$ cat src/rtl/ex_9_demux_pkg.sv
// Shared definitions for the six-way demux: channel indices, channel state, select decoder.
// Decoder is purely combinational; no state lives here.
package ex_9_demux_pkg;

    localparam int NUM_CH   = 6;
    localparam int CH_IDX_W = 3;

    localparam logic [CH_IDX_W-1:0] CH_A = 3'd0;
    localparam logic [CH_IDX_W-1:0] CH_B = 3'd1;
    localparam logic [CH_IDX_W-1:0] CH_C = 3'd2;
    localparam logic [CH_IDX_W-1:0] CH_D = 3'd3;
    localparam logic [CH_IDX_W-1:0] CH_E = 3'd4;
    localparam logic [CH_IDX_W-1:0] CH_F = 3'd5;

    typedef enum logic {
        CH_EMPTY = 1'b0,
        CH_FULL  = 1'b1
    } ch_state_t;

    function automatic logic [CH_IDX_W-1:0] decode_sel(
        input logic s1,
        input logic s2,
        input logic s3,
        input logic s4,
        input logic s5
    );
        if (s1)            return CH_A;
        else if (s2 && s3) return CH_B;
        else if (s2)       return CH_C;
        else if (s4)       return CH_D;
        else if (s5)       return CH_E;
        else               return CH_F;
    endfunction

endpackage

$ cat src/rtl/ex_9_demux_slot.sv
// One-deep output holding register; load-to-output latency 1 cycle.
// Backpressure: free when empty or draining this cycle, so a drain and refill can share an edge.
module ex_9_demux_slot
    import ex_9_demux_pkg::*;
#(
    parameter int W = 4
) (
    input  logic         clk,
    input  logic         rst,
    input  logic         load,
    input  logic [W-1:0] din,
    input  logic         drain,
    output logic [W-1:0] dout,
    output logic         valid,
    output logic         free
);

    ch_state_t state_q;
    ch_state_t state_d;

    always_ff @(posedge clk) begin
        if (rst) state_q <= CH_EMPTY;
        else     state_q <= state_d;
    end

    always_comb begin
        state_d = state_q;
        case (state_q)
            CH_EMPTY: if (load)           state_d = CH_FULL;
            CH_FULL:  if (drain && !load) state_d = CH_EMPTY;
            default:                      state_d = CH_EMPTY;
        endcase
    end

    always_comb begin
        valid = (state_q == CH_FULL);
        free  = (state_q == CH_EMPTY) || drain;
    end

    // Data only moves on a load, so an emptied slot keeps its last word.
    always_ff @(posedge clk) begin
        if (rst)       dout <= '0;
        else if (load) dout <= din;
    end

endmodule

$ cat src/rtl/ex_9_demux.sv
// Priority-decoded 1-to-6 demux into registered channels; input-to-output latency 1 cycle.
// Backpressure: in_ready reflects only the selected channel being free; busy_err latches blocked presentations.
module ex_9_demux
    import ex_9_demux_pkg::*;
#(
    parameter int W     = 4,
    parameter int CNT_W = 8
) (
    input  logic              clk,
    input  logic              rst,
    input  logic [W-1:0]      g,
    input  logic              in_valid,
    output logic              in_ready,
    input  logic              sel1,
    input  logic              sel2,
    input  logic              sel3,
    input  logic              sel4,
    input  logic              sel5,
    output logic [W-1:0]      a,
    output logic [W-1:0]      b,
    output logic [W-1:0]      c,
    output logic [W-1:0]      d,
    output logic [W-1:0]      e,
    output logic [W-1:0]      f,
    output logic [NUM_CH-1:0] out_valid,
    input  logic [NUM_CH-1:0] out_ready,
    output logic [CNT_W-1:0]  xfer_cnt,
    output logic              busy_err
);

    logic [CH_IDX_W-1:0] tgt;
    logic [NUM_CH-1:0]   ch_free;
    logic [NUM_CH-1:0]   ch_load;
    logic [NUM_CH-1:0]   ch_drain;
    logic [W-1:0]        ch_dat [NUM_CH];
    logic                accept;

    assign tgt      = decode_sel(sel1, sel2, sel3, sel4, sel5);
    assign in_ready = ch_free[tgt];
    assign accept   = in_valid && in_ready;
    assign ch_load  = accept ? (NUM_CH'(1) << tgt) : '0;
    assign ch_drain = out_valid & out_ready;

    for (genvar k = 0; k < NUM_CH; k++) begin : g_slot
        ex_9_demux_slot #(.W(W)) u_slot (
            .clk   (clk),
            .rst   (rst),
            .load  (ch_load[k]),
            .din   (g),
            .drain (ch_drain[k]),
            .dout  (ch_dat[k]),
            .valid (out_valid[k]),
            .free  (ch_free[k])
        );
    end

    assign a = ch_dat[CH_A];
    assign b = ch_dat[CH_B];
    assign c = ch_dat[CH_C];
    assign d = ch_dat[CH_D];
    assign e = ch_dat[CH_E];
    assign f = ch_dat[CH_F];

    always_ff @(posedge clk) begin
        if (rst)         xfer_cnt <= '0;
        else if (accept) xfer_cnt <= xfer_cnt + 1'b1;
    end

    always_ff @(posedge clk) begin
        if (rst)                       busy_err <= 1'b0;
        else if (in_valid && !in_ready) busy_err <= 1'b1;
    end

endmodule
$ cat config.mk
export PLATFORM = sky130hd
export DESIGN_NAME = ex_9_demux
export DESIGN_NICKNAME = d
export VERILOG_FILES = /design/src/rtl/ex_9_demux_pkg.sv /design/src/rtl/ex_9_demux_slot.sv /design/src/rtl/ex_9_demux.sv
export SDC_FILE = /design/constraint.sdc
export NUM_CORES = 1
export LEC_CHECK = 0
export CAP_MARGIN = 10
export CORE_UTILIZATION = 25
export CTS_BUF_LIST = sky130_fd_sc_hd__clkbuf_16
export CTS_CLUSTER_SIZE = 10
export DETAILED_ROUTE_END_ITERATION = 8
export PLACE_DENSITY = 0.59
export SLEW_MARGIN = 20
export SYNTH_ARGS = -nofsm -noshare
export SYNTH_HDL_FRONTEND = slang
export SYNTH_SLANG_ARGS = --single-unit
$ cat constraint.sdc
create_clock -name clk -period 2.5 [get_ports clk]
set_clock_uncertainty 0.15 [all_clocks]
set_input_delay 0.25 -clock clk [delete_from_list [all_inputs] [get_ports clk]]
set_output_delay 0.25 -clock clk [all_outputs]
set_load 0.1 [all_outputs]
==> flow_metrics.env, run 1 <==
export IMPL_clock_latency_ns=0.28
export IMPL_met3_usage=0.0327
export IMPL_end_kind="output pin"
export IMPL_drt_iter0_drc=39
export IMPL_r2r_cells=5
export IMPL_gp_congestion=0.722
export IMPL_antennaDiodeCount=0
export IMPL_final_cell_mix="buf_4, dfxtp_1, nor2_1"
export IMPL_fp_dieW_um=85.8
export IMPL_std_cell_rows=30
export IMPL_initial_core_util=0.258
export IMPL_seqPwrFrac=0.416
export IMPL_p_comb_frac=0.179
export IMPL_die_h_um=85.8
export IMPL_internal_power_mw=1.09
export IMPL_finalMaxSlewViolations=0
export IMPL_multi_input_area_um2=837
export IMPL_worstSetupStartpointType="input port"
export IMPL_whs_path_depth=2
export IMPL_synth_fp_nets=192
export IMPL_cts_root_buf="clkbuf_16"
export IMPL_powerDensity_nw_per_um2=645
export IMPL_drt_first_pass_iters=6
export IMPL_first_global_vias=1288
export IMPL_syn_avg_cell_area_um2=10.1
export IMPL_min_period_ns=2.29
export IMPL_p_sw_mw=0.468
export IMPL_wirelength_um=4050
export IMPL_slew_headroom=0.714
export IMPL_path_clk_slew_ns=0.06
export IMPL_gr_total_overflow=0
export IMPL_arrival_ns=1.89
export IMPL_area_delta_synth_final_pct=37.9
export IMPL_clock_power_share=0.404
export IMPL_yosysSeqAreaShare=0.445
export IMPL_grt_setup_unrepaired="false"
export IMPL_peakVddDrop_uv=265
export IMPL_seq_area_um2=781
export IMPL_drv_cap=0
export IMPL_postSynthCellCount=173
export IMPL_critical_path_max_fanout=7
export IMPL_hp_class="flip-flop to flip-flop"
export IMPL_nets=246
export IMPL_power_leakage_nw=1.05
export IMPL_setup_tns_final_ns=0
export IMPL_cts_tree="yes"
export IMPL_nFillCells=699
export IMPL_violations="DRC"
export IMPL_worst_slew_pin_slew_ns=0.428
export IMPL_ctsResizeCount=0
export IMPL_synth_distinct_cells=41
export IMPL_met1_usage=0.160
export IMPL_crit_required_ns=2.10
export IMPL_hold_viol=0
export IMPL_busiest_layer="met2"
export IMPL_post_cts_buffers=0
export IMPL_synth_edf_count=0
export IMPL_clock_sinks=39
export IMPL_coreArea_um2=6790
export IMPL_htree_levels=2
export IMPL_port_buffers=57
export IMPL_antenna_left=0
export IMPL_fmax_mhz=436
export IMPL_status="finished with violations"
export IMPL_die_area_um2=7360
export IMPL_drive_gt1_frac=0.316
export IMPL_cts_buffer_depth=2
export IMPL_grt_total_usage=0.114
export IMPL_yosys_register_bits=39
export IMPL_grt_pass1_wl_um=6430
export IMPL_io_pins=58
export IMPL_routed_via_density=4.31
export IMPL_layout_commonest_cell="buf_4"
export IMPL_grt_max_degree=34
export IMPL_synth_ff_type="dfxtp_1"
export IMPL_postCtsHoldBufs=0
export IMPL_grt_antenna_before_repair=0
export IMPL_met2_usage=0.164
export IMPL_hold_ws_ns=0.331
export IMPL_async_flop_share=0
export IMPL_ys_warnings_count=0
export IMPL_cts_buffers=5
export IMPL_synth_area_um2=1750
export IMPL_drcViolationCount=1
export IMPL_sw_frac_of_total=0.299
export IMPL_dpl_hpwl_um=2950
export IMPL_wire_per_inst_um=12.5
export IMPL_crit_type="input port to output pin"
export IMPL_vias=1395
export IMPL_setup_violations=0
export IMPL_fin_crit_sh=0.917
-- kinds of logic (layout without fill, tap and decap cells) --
kind of cell | count (synthesis) | count (layout) | synth area share
AND/OR/NAND/NOR | 62 | 62 | 0.190
flip-flops | 39 | 39 | 0.445
AO/OA/AOI/OAI | 26 | 26 | 0.124
multiplexers | 26 | 26 | 0.151
buffers and inverters | 18 | 73 | 0.0777
adder cells (fa/ha/maj) | 1 | 1 | 0.00713
XOR/XNOR | 1 | 1 | 0.00499
-- area by class of cell --
class | count | area share
Multi-Input combinational cell | 116 | 0.346
Inverter | 3 | 0.00465
Tap cell | 96 | 0.0496
Clock buffer | 5 | 0.0517
Clock inverter | 3 | 0.0103
Sequential cell | 39 | 0.323
Timing Repair Buffer | 62 | 0.215
-- critical path, stage by stage --
cell,delay [ns]
clkdlybuf4s50_1,0.54
nor3_1,0.41
o21ai_2,0.14
o22ai_1,0.25
inv_1,0.11
buf_12,0.18
-- final timing paths --
path | start | endpoint | slack, ns
max | sel1 | in_ready | 0.21
min reg2reg | busy_err | busy_err | 0.33
max reg2reg | g_slot[2].u_slot.valid | xfer_cnt[6] | 0.60
min | busy_err | busy_err | 0.33
-- cell usage after synthesis (2+ instances only) --
| master | number | area share |
|---|---|---|
| a21oi_1 | 10 | 0.029 |
| and2b_2 | 2 | 0.010 |
| and4_1 | 2 | 0.010 |
| buf_4 | 8 | 0.034 |
| clkbuf_1 | 3 | 0.0064 |
| dfxtp_1 | 39 | 0.45 |
| inv_1 | 3 | 0.0064 |
| mux2i_1 | 25 | 0.14 |
| nand2_1 | 3 | 0.0064 |
| nand2b_1 | 3 | 0.011 |
| nand3_1 | 3 | 0.0086 |
| nor2_1 | 31 | 0.066 |
| nor2b_1 | 2 | 0.0071 |
| nor3_2 | 2 | 0.011 |
| o2111ai_2 | 2 | 0.017 |
| o211ai_2 | 2 | 0.014 |
| o21ai_0 | 5 | 0.014 |
| or2b_2 | 2 | 0.010 |
| or3_1 | 4 | 0.014 |
-- stage by stage --
step | setup WS (ns) | utilization | total power, mW | cell area, um^2 | instances
2_1_floorplan | 0.287 | - | 0.872 | 1750 | 173
3_3_place_gp | 0.121 | 0.334 | 0.945 | 2270 | 316
3_5_place_dp | 0.122 | 0.334 | 0.946 | 2270 | 316
4_1_cts | 0.176 | 0.356 | 1.59 | 2420 | 324
5_1_grt | 0.116 | 0.356 | 1.62 | 2420 | 324
6_report | 0.208 | 0.356 | 1.56 | 2420 | 324
-- per-layer routing --
layer | share of wire | wire length (um)
met1 | 0.51 | 2050
met4 | 0.018 | 72
met5 | 0 | 0
met2 | 0.43 | 1730
met3 | 0.050 | 203
-- power groups by stage --
stage	sequential, mW	combinational (mW)	clock (mW)
floorplan	0.756	0.116	0
global placement	0.664	0.281	0
detailed placement	0.664	0.282	0
CTS	0.650	0.283	0.653
global route	0.652	0.294	0.671
finish	0.650	0.280	0.631
-- state kept, by name, indices dropped and copies added (netlist names) --
signal	cells
g_slot.u_slot.dout	24
busy_err	1
g_slot.u_slot.valid	6
xfer_cnt	8
No activity file was read; power rests on OpenSTA's default activity.
==> inputs of run 2 (changes only) <==
--- a/config.mk
+++ b/config.mk
@@ -5,7 +5,6 @@
 export SDC_FILE = /design/constraint.sdc
 export NUM_CORES = 1
 export LEC_CHECK = 0
-export CAP_MARGIN = 10
 export CORE_UTILIZATION = 25
 export CTS_BUF_LIST = sky130_fd_sc_hd__clkbuf_16
 export CTS_CLUSTER_SIZE = 10
==> results of run 2 <==
The final DEF is identical to that of run 1; final timing and power are the same.
==> inputs of run 3 (changes only) <==
--- a/config.mk
+++ b/config.mk
@@ -5,11 +5,13 @@
 export SDC_FILE = /design/constraint.sdc
 export NUM_CORES = 1
 export LEC_CHECK = 0
-export CORE_UTILIZATION = 25
+export CORE_ASPECT_RATIO = 0.75
+export CORE_UTILIZATION = 45
 export CTS_BUF_LIST = sky130_fd_sc_hd__clkbuf_16
 export CTS_CLUSTER_SIZE = 10
 export DETAILED_ROUTE_END_ITERATION = 8
-export PLACE_DENSITY = 0.59
+export GPL_ROUTABILITY_DRIVEN = 0
+export PLACE_DENSITY = 0.89
 export SLEW_MARGIN = 20
 export SYNTH_ARGS = -nofsm -noshare
 export SYNTH_HDL_FRONTEND = slang
==> flow_metrics.env, run 3 (same netlist as run 1, synthesis figures left out) <==
export IMPL_largest_register_ffs=24
export IMPL_worstSetupStartpointType="input port"
export IMPL_power_leakage_nw=1.05
export IMPL_cts_buffer_depth=2
export IMPL_rrSetupSlack_ns=0.57
export IMPL_dpl_hpwl_um=2750
export IMPL_place_area_um2=2210
export IMPL_drt_iter0_drc=103
export IMPL_end_kind="output pin"
export IMPL_path_clk_slew_ns=0.05
export IMPL_timing_rr_start="g_slot[2].u_slot.valid"
export IMPL_die_h_um=56.1
export IMPL_hp_class="flip-flop to flip-flop"
export IMPL_crit_type="input port to output pin"
export IMPL_crit_slowest_cell="clkdlybuf4s50_1"
export IMPL_nets=245
export IMPL_path_cells="clkdlybuf4s50_1 > and2b_2 > o31a_2 > o22ai_1 > inv_1 > buf_12"
export IMPL_antenna_left=0
export IMPL_slew_headroom=0.692
export IMPL_drv_cap=0
export IMPL_clock_sinks=39
export IMPL_cpPeakStageDelay_ns=0.51
export IMPL_io_pins=58
export IMPL_grt_pass1_wl_um=6350
export IMPL_grt_max_degree=38
export IMPL_cts_tree="yes"
export IMPL_drt_first_pass_iters=4
export IMPL_gr_total_overflow=0
export IMPL_arrival_ns=1.85
export IMPL_layout_commonest_cell="buf_4"
export IMPL_grt_setup_unrepaired="false"
export IMPL_powerDensity_nw_per_um2=647
export IMPL_setup_violations=0
export IMPL_met1_usage=0.282
export IMPL_fin_crit_sh=0.898
export IMPL_drcViolationCount=0
export IMPL_finalMaxSlewViolations=0
export IMPL_place_worst_setup_slack_ns=0.114
export IMPL_htree_levels=2
export IMPL_min_period_ns=2.25
export IMPL_critPathLaunch="sel2"
export IMPL_crit_family="buffers and inverters"
export IMPL_vias=1390
export IMPL_grt_antenna_before_repair=0
export IMPL_busiest_layer="met2"
export IMPL_dp_cells=271
export IMPL_fin_util=0.636
export IMPL_port_buffers=57
export IMPL_setup_tns_final_ns=0
export IMPL_fin_cells=279
export IMPL_p_total_mw=1.52
export IMPL_wire_per_inst_um=13.9
export IMPL_hp_start="xfer_cnt[7]"
export IMPL_fmax_mhz=445
export IMPL_postCtsHoldBufs=0
export IMPL_status="finished clean"
export IMPL_met2_usage=0.282
export IMPL_hold_viol=0
export IMPL_met3_usage=0.0996
export IMPL_ctsResizeCount=0
export IMPL_cts_buffers=5
export IMPL_area_delta_synth_final_pct=33.7
export IMPL_final_cell_mix="buf_4, dfxtp_1, nor2_1"
export IMPL_grt_total_usage=0.205
export IMPL_routed_via_density=4.98
export IMPL_clock_latency_ns=0.28
export IMPL_hold_ws_ns=0.341
export IMPL_peakVddDrop_uv=571
export IMPL_cp_num_buf_inv=3
export IMPL_design_area_um2=2340
export IMPL_fin_ws_ns=0.254
export IMPL_crit_required_ns=2.10
export IMPL_post_cts_buffers=0
export IMPL_worst_slew_pin_slew_ns=0.461
export IMPL_cts_root_buf="clkbuf_16"
export IMPL_initial_core_util=0.476
export IMPL_drive_gt1_frac=0.304
export IMPL_wirelength_um=3870
export IMPL_antennaDiodeCount=0
export IMPL_std_cell_rows=19
export IMPL_die_area_um2=4150
export IMPL_critical_path_max_fanout=7
export IMPL_fp_dieW_um=74.1
export IMPL_coreArea_um2=3680
export IMPL_first_global_vias=1319
export IMPL_top_register="g_slot.u_slot.dout"
-- run 3: cell count changes in the layout (fill, tap and decap cells not counted), sizes merged --
cell      before  now
buf           45   44
clkinv         2    1
inv            3    5
clkinvlp       1    0
-- run 3: worst reg2reg max path: cells and delay by family, from the launching register on --
family	cells	cell delay (ns)
AOI/OAI and AO/OA	2	0.65
DFF	1	0.31
muxes	1	0.31
and+or+nand+nor	2	0.40
-- run 3: final timing paths --
path                               endpoint  cells after the start
worst min-delay path            xfer_cnt[7]                      2
worst min register to register  xfer_cnt[7]                      2
worst max register to register  xfer_cnt[6]                      5
worst max-delay path               in_ready                      6
-- run 3: final cells by class --
type / instances / area [um^2]
clock buffer: 5 / 125
multi-input combinational: 116 / 837
tap: 52 / 65.1
inverter: 3 / 11.3
timing repair buffer: 61 / 513
sequential: 39 / 781
fill: 318 / 1340
clock inverter: 3 / 12.5
-- run 3: layer usage --
layer  vias to the layer above  part of all wire
li1                        702                 -
met1                       644              0.48
met2                        41              0.42
met3                         3             0.084
met4                         0            0.0075
met5                         -                 0
-- run 3: power by group --
| part | internal, mW | total (mW) | switching [mW] |
|---|---|---|---|
| sequential | 0.638 | 0.650 | 0.0127 |
| combinational | 0.0842 | 0.280 | 0.196 |
| clock | 0.360 | 0.586 | 0.226 |
